File: config.mk
export PLATFORM = sky130hd
export DESIGN_NAME = bus_arbiter
export DESIGN_NICKNAME = d
export VERILOG_FILES = /design/src/rtl/bus_arb_pkg.sv /design/src/rtl/rr_pick.sv /design/src/rtl/bus_arbiter.sv
export SDC_FILE = /design/constraint.sdc
export NUM_CORES = 1
export LEC_CHECK = 0
export CORE_MARGIN = 5
export CORE_UTILIZATION = 56
export DETAILED_ROUTE_END_ITERATION = 6
export PLACE_DENSITY = 0.84
export SLEW_MARGIN = 20
export SYNTH_ARGS = -nofsm -noshare
export SYNTH_HDL_FRONTEND = slang
export SYNTH_HIERARCHICAL = 1
export SYNTH_SLANG_ARGS = --single-unit
File: constraint.sdc
create_clock -name write_clk -period 3.6 [get_ports write_clk]
set_input_delay 0.9 -clock write_clk [delete_from_list [all_inputs] [get_ports write_clk]]
set_output_delay 0.9 -clock write_clk [all_outputs]
set_load 0.01 [all_outputs]
File: src/rtl/bus_arb_pkg.sv
// Shared types and constants for the bus arbiter: FSM state encoding,
// default sizing, and the fixed master slot assignments.
package bus_arb_pkg;

    typedef enum logic [1:0] {
        IDLE  = 2'd0,
        GRANT = 2'd1,
        TURN  = 2'd2
    } arb_state_t;

    localparam int DEFAULT_NUM_REQ           = 3;
    localparam int DEFAULT_TURNAROUND_CYCLES = 1;

    localparam int REQ_CTRL   = 0;
    localparam int REQ_BRIDGE = 1;
    localparam int REQ_DMA    = 2;

endpackage

File: src/rtl/rr_pick.sv
// Combinational round-robin picker: returns the first set request bit found
// searching upward from ptr+1 with wrap-around, as one-hot and as an index.
module rr_pick #(
    parameter int N  = 3,
    parameter int IW = $clog2(N)
) (
    input  logic [N-1:0]  req,
    input  logic [IW-1:0] ptr,
    output logic [N-1:0]  onehot,
    output logic [IW-1:0] idx,
    output logic          valid
);

    logic [IW-1:0] cand_idx [N];

    // cand_idx[k] is the master examined at priority position k.
    for (genvar gi = 0; gi < N; gi++) begin : g_cand
        logic [IW:0] sum;
        assign sum = {1'b0, ptr} + (IW+1)'(gi + 1);
        assign cand_idx[gi] = (sum >= (IW+1)'(N)) ? IW'(sum - (IW+1)'(N)) : IW'(sum);
    end

    always_comb begin
        valid = 1'b0;
        idx   = '0;
        for (int k = 0; k < N; k++) begin
            if (!valid && req[cand_idx[k]]) begin
                valid = 1'b1;
                idx   = cand_idx[k];
            end
        end
        onehot = valid ? (N'(1) << idx) : '0;
    end

endmodule

File: src/rtl/bus_arbiter.sv
// Round-robin owner sequencer for the shared bus with turnaround gaps between
// tenures. Define BUS_ARB_TIMEOUT_EN to enable forced revoke of long tenures.
module bus_arbiter
    import bus_arb_pkg::*;
#(
    parameter int NUM_REQ           = DEFAULT_NUM_REQ,
    parameter int TURNAROUND_CYCLES = DEFAULT_TURNAROUND_CYCLES,
    parameter int HOLD_W            = 8,
    parameter int MAX_HOLD          = 64
) (
    input  logic                       write_clk,
    input  logic                       rst_n,
    input  logic [NUM_REQ-1:0]         req,
    input  logic [NUM_REQ-1:0]         lock,
    output logic [NUM_REQ-1:0]         grant,
    output logic                       grant_valid,
    output logic [$clog2(NUM_REQ)-1:0] owner_id,
    output logic                       busy,
    output logic [HOLD_W-1:0]          hold_count,
    output logic                       timeout
);

    localparam int IW = $clog2(NUM_REQ);
    localparam int TW = 3;
    localparam logic [TW-1:0] TURN_LOAD = TW'(TURNAROUND_CYCLES - 1);

    arb_state_t         state_reg;
    logic [NUM_REQ-1:0] grant_reg;
    logic [IW-1:0]      owner_id_reg;
    logic [IW-1:0]      ptr_reg;
    logic [HOLD_W-1:0]  hold_count_reg;
    logic [TW-1:0]      turn_cnt_reg;
    logic               timeout_reg;

    logic [NUM_REQ-1:0] elig_req;
    logic [NUM_REQ-1:0] pick_onehot;
    logic [IW-1:0]      pick_idx;
    logic               pick_valid;
    logic               force_revoke;
    logic               arb_point;

`ifdef BUS_ARB_TIMEOUT_EN
    localparam logic [HOLD_W-1:0] HOLD_LIMIT = HOLD_W'(MAX_HOLD - 1);

    logic [NUM_REQ-1:0] mask_reg;

    // >= so a revoke still fires on the first unlocked edge after the limit passed.
    assign force_revoke = (state_reg == GRANT) && req[owner_id_reg]
                        && !lock[owner_id_reg] && (hold_count_reg >= HOLD_LIMIT);

    // A revoked master stays out of arbitration until it drops its request.
    for (genvar gi = 0; gi < NUM_REQ; gi++) begin : g_mask
        always_ff @(posedge write_clk or negedge rst_n) begin
            if (!rst_n) begin
                mask_reg[gi] <= 1'b0;
            end else if (force_revoke && (owner_id_reg == IW'(gi))) begin
                mask_reg[gi] <= 1'b1;
            end else if (!req[gi]) begin
                mask_reg[gi] <= 1'b0;
            end
        end
    end

    assign elig_req = req & ~mask_reg;
`else
    localparam int unused_max_hold = MAX_HOLD;
    logic unused_lock;

    assign unused_lock  = ^lock;
    assign force_revoke = 1'b0;
    assign elig_req     = req;
`endif

    rr_pick #(
        .N  (NUM_REQ),
        .IW (IW)
    ) u_rr_pick (
        .req    (elig_req),
        .ptr    (ptr_reg),
        .onehot (pick_onehot),
        .idx    (pick_idx),
        .valid  (pick_valid)
    );

    assign arb_point = (state_reg == IDLE) || ((state_reg == TURN) && (turn_cnt_reg == '0));

    always_ff @(posedge write_clk or negedge rst_n) begin
        if (!rst_n) begin
            state_reg      <= IDLE;
            grant_reg      <= '0;
            owner_id_reg   <= '0;
            ptr_reg        <= IW'(NUM_REQ - 1);
            hold_count_reg <= '0;
            turn_cnt_reg   <= '0;
            timeout_reg    <= 1'b0;
        end else begin
            timeout_reg <= 1'b0;
            if (arb_point) begin
                if (pick_valid) begin
                    state_reg      <= GRANT;
                    grant_reg      <= pick_onehot;
                    owner_id_reg   <= pick_idx;
                    ptr_reg        <= pick_idx;
                    hold_count_reg <= '0;
                end else begin
                    state_reg <= IDLE;
                end
            end else begin
                case (state_reg)
                    GRANT: begin
                        if (!req[owner_id_reg] || force_revoke) begin
                            state_reg      <= TURN;
                            grant_reg      <= '0;
                            hold_count_reg <= '0;
                            turn_cnt_reg   <= TURN_LOAD;
                            timeout_reg    <= force_revoke;
                        end else if (hold_count_reg != '1) begin
                            hold_count_reg <= hold_count_reg + 1'b1;
                        end
                    end
                    TURN: begin
                        turn_cnt_reg <= turn_cnt_reg - 1'b1;
                    end
                    default: begin
                        state_reg <= IDLE;
                        grant_reg <= '0;
                    end
                endcase
            end
        end
    end

    assign grant       = grant_reg;
    assign grant_valid = |grant_reg;
    assign owner_id    = owner_id_reg;
    assign busy        = (state_reg != IDLE);
    assign hold_count  = hold_count_reg;
    assign timeout     = timeout_reg;

endmodule

==> flow_summary.json <==
{
  "wl_per_cell_microns": 14.79,
  "synth_edf_count": 0,
  "finClkSkew_ps": 3.872,
  "syn_to_final_growth_pct": 17.13,
  "drt-pass1-iter-count": 4,
  "grt_util_all_layers_pct": 19.40,
  "ant_nets": 0,
  "cp.arrival_ps": 2900,
  "synthDistinctLibCells": 47,
  "worstHoldStart": "ptr_reg[1]",
  "relSlewSlack_pct": 44.02,
  "initial_core_util_pct": 58.88,
  "cp_num_buf_inv": 2,
  "cp-start-kind": "input port",
  "drt_iter0_markers": 82,
  "max_stage_delay_ps": 630,
  "synth_nets": 168,
  "clock-sinks": 19,
  "fill_cells": 195,
  "whs_endpoint": "ptr_reg[1]",
  "cts_tree": "yes",
  "r2r_start": "owner_id[0]",
  "powerDensity_nw_per_um2": 808.3,
  "routed-wl-met3_microns": 189,
  "cts_setup_buffers": 0,
  "cp_max_fo": 9,
  "synthAdderAreaFrac_pct": 9.515,
  "design_area_sq_um": 1540,
  "min_path_cells": 2,
  "layout.nets": 188,
  "fin_crit_ps": 2688,
  "die_y_microns": 58.46,
  "grt_pass1_wl_microns": 5168,
  "crit_family": "compound AO/OA/AOI/OAI gates",
  "yosys_warnings": 6,
  "wl_met1_microns": 1332,
  "reg2reg_slack_ps": 1010,
  "htree_levels": 1,
  "r2r-end": "hold_count[7]",
  "vias_per_cell": 6.086,
  "clock_latency_ps": 310,
  "die-area_sq_um": 3418,
  "drc": 0,
  "drive_above_1_share_pct": 7.692,
  "whs_ps": 480.6,
  "endpoint_kind": "flip-flop",
  "setup_viol": 0,
  "internal-power_mw": 0.6667,
  "final_hold_viol_count": 0,
  "synth-compound-area-share_pct": 22.84,
  "fin_crit_sh_pct": 74.67,
  "status": "finished clean",
  "core-area_sq_um": 2233,
  "synth_area_per_cell_sq_um": 8.767,
  "diodes": 0,
  "p_switching_mw": 0.5782,
  "worstSetupPathType": "in2reg",
  "required_ps": 3810,
  "synthArstFlopShare_pct": 100.0,
  "maxUsedRoutingLayer": "met4",
  "worstPathCellList": "clkdlybuf4s50_1 > o21ai_0 > o211a_1 > o21ai_0 > buf_4 > nand2_2 > a41o_2 > a21o_1 > a22o_1",
  "grt_max_degree": 20,
  "fin_util_pct": 68.96,
  "place.gp.congestion": 0.8814,
  "cp_common_cell": "o21ai_0",
  "synth-simple-area-share_pct": 21.88,
  "cts_resized": 0,
  "postCtsHoldBufs": 0,
  "clock_path_buffers": 2,
  "numCtsBuffers": 3,
  "synth_largest_area_cell": "dfrtp_1",
  "first_global_vias": 1163,
  "die_w_microns": 58.46,
  "antenna_found_initial": 0,
  "dpl.hpwl_microns": 2136,
  "route.final.wire_length_microns": 2913,
  "ctsRootBufferMaster": "clkbuf_4",
  "synth_seq_cells": 19,
  "rr_worst_depth": 10,
  "clk_pin_slew_ps": 110,
  "syn_inst": 150,
  "post_dp_cell_area_sq_um": 1513,
  "hold_path.class": "reg2reg",
  "synth_top_area_share_pct": 34.25,
  "rsz0062_at_grt": "no",
  "yosysMostFrequentCell": "dfrtp_1",
  "grt.overflow.total": 0,
  "synthMuxAreaShare_pct": 3.140,
  "vias": 1199,
  "cpMaxStageDelayCell": "clkdlybuf4s50_1",
  "fmax_mhz": 372.0,
  "fp-row-count": 17,
  "swShare_pct": 46.44,
  "synth_top_family_by_area": "compound AO/OA/AOI/OAI gates",
  "synth_commonest_cells": "dfrtp_1, nand2_1, o21ai_0",
  "largest_reg_flops": 8,
  "pin_count": 24,
  "port_buffers": 19,
  "synthXorXnorAreaFrac_pct": 0,
  "seqPwrFrac_pct": 26.6,
  "power_frac_clock_pct": 9.0,
  "ys_top_cells_by_area": "dfrtp_1, ha_1, o21ai_0",
  "wl_met2_microns": 1339,
  "final_max_slew_viol_count": 0,
  "worstMarginPinSlew_ps": 837.2,
  "synth_area_sq_um": 1315,
  "yosysSeqAreaShare_pct": 36.25,
  "vdd_drop_max_mv": 0.5233,
  "cp.depth": 9,
  "fin_setup_tns_ps": 0,
  "leakagePower_nw": 0.6840,
  "drv_cap": 0,
  "synthFlopType": "dfrtp_1",
  "combPwrFrac_pct": 64.4
}
-- power by group through the flow --
stage	Clock [mW]	Sequential, mW	Combinational, mW
floorplan	0	0.336	0.564
global placement	0	0.331	0.758
detailed placement	0	0.336	0.793
CTS	0.118	0.332	0.799
global route	0.131	0.341	0.896
finish	0.112	0.331	0.802
-- metrics by stage --
| stage | total power, mW | worst slack [ps] | std cells |
|---|---|---|---|
| after floorplan | 0.8996 | 1136 | 150 |
| after global placement | 1.089 | 629.2 | 193 |
| after detailed placement | 1.130 | 595.7 | 193 |
| after CTS | 1.249 | 938.9 | 197 |
| after global routing | 1.368 | 770.1 | 197 |
| final | 1.245 | 911.9 | 197 |
-- worst max path at each step --
stage                     slack, ps            end        start
final                           910  hold_count[7]       req[1]
after global placement          630  hold_count[7]       req[2]
after floorplan                1140  hold_count[7]       req[2]
after detailed placement        600  hold_count[7]       req[2]
after global routing            770  hold_count[5]  owner_id[0]
after CTS                       940  hold_count[7]       req[1]
-- cells by family (layout without fill, tap and decap cells) --
logic type,count (synthesis),count (layout)
AND/OR/NAND/NOR,54,54
AO/OA/AOI/OAI,45,45
other,1,1
multiplexers,4,4
adder cells (fa/ha/maj),10,10
flip-flops,19,19
buffers and inverters,17,36
-- worst register-to-register path, cell delays in order (launching register included) --
cell	delay (ps)
dfrtp_1	510
inv_1	150
ha_1	480
nand3_1	180
o211ai_1	130
o21ai_0	110
buf_4	170
nand2_2	120
a41o_2	300
a21o_1	170
a22o_1	170
-- cells in the final DEF, fill, tap and decap left out, drive strengths merged, types with 3 or more instances in the layout --
| cell | count |
|---|---|
| clkdlybuf4s50 | 19 |
| dfrtp | 18 |
| o21ai | 17 |
| nand2 | 16 |
| inv | 12 |
| ha | 10 |
| a21oi | 9 |
| nand3 | 9 |
| nor2 | 5 |
| and3 | 4 |
| o31ai | 4 |
| mux2i | 3 |
| nand3b | 3 |
| nor3 | 3 |
| clkbuf | 3 |
| a21o | 3 |
-- layer usage --
layer,track usage (%),vias to the layer above
met5,0,-
li1,-,576
met3,3.728,5
met4,8.609,0
met1,25.27,569
met2,31.10,49
-- cell type report --
class | count | area [sq um] | share of cell area (%)
multi-input combinational | 114 | 758.2 | 49.23
sequential | 19 | 476.7 | 30.95
timing repair buffer | 20 | 197.7 | 12.84
inverter | 12 | 45.04 | 2.924
tap | 28 | 35.03 | 2.275
clock buffer | 3 | 22.52 | 1.462
clock inverter | 1 | 5.005 | 0.3249
Power figures use the tool's default switching activity.
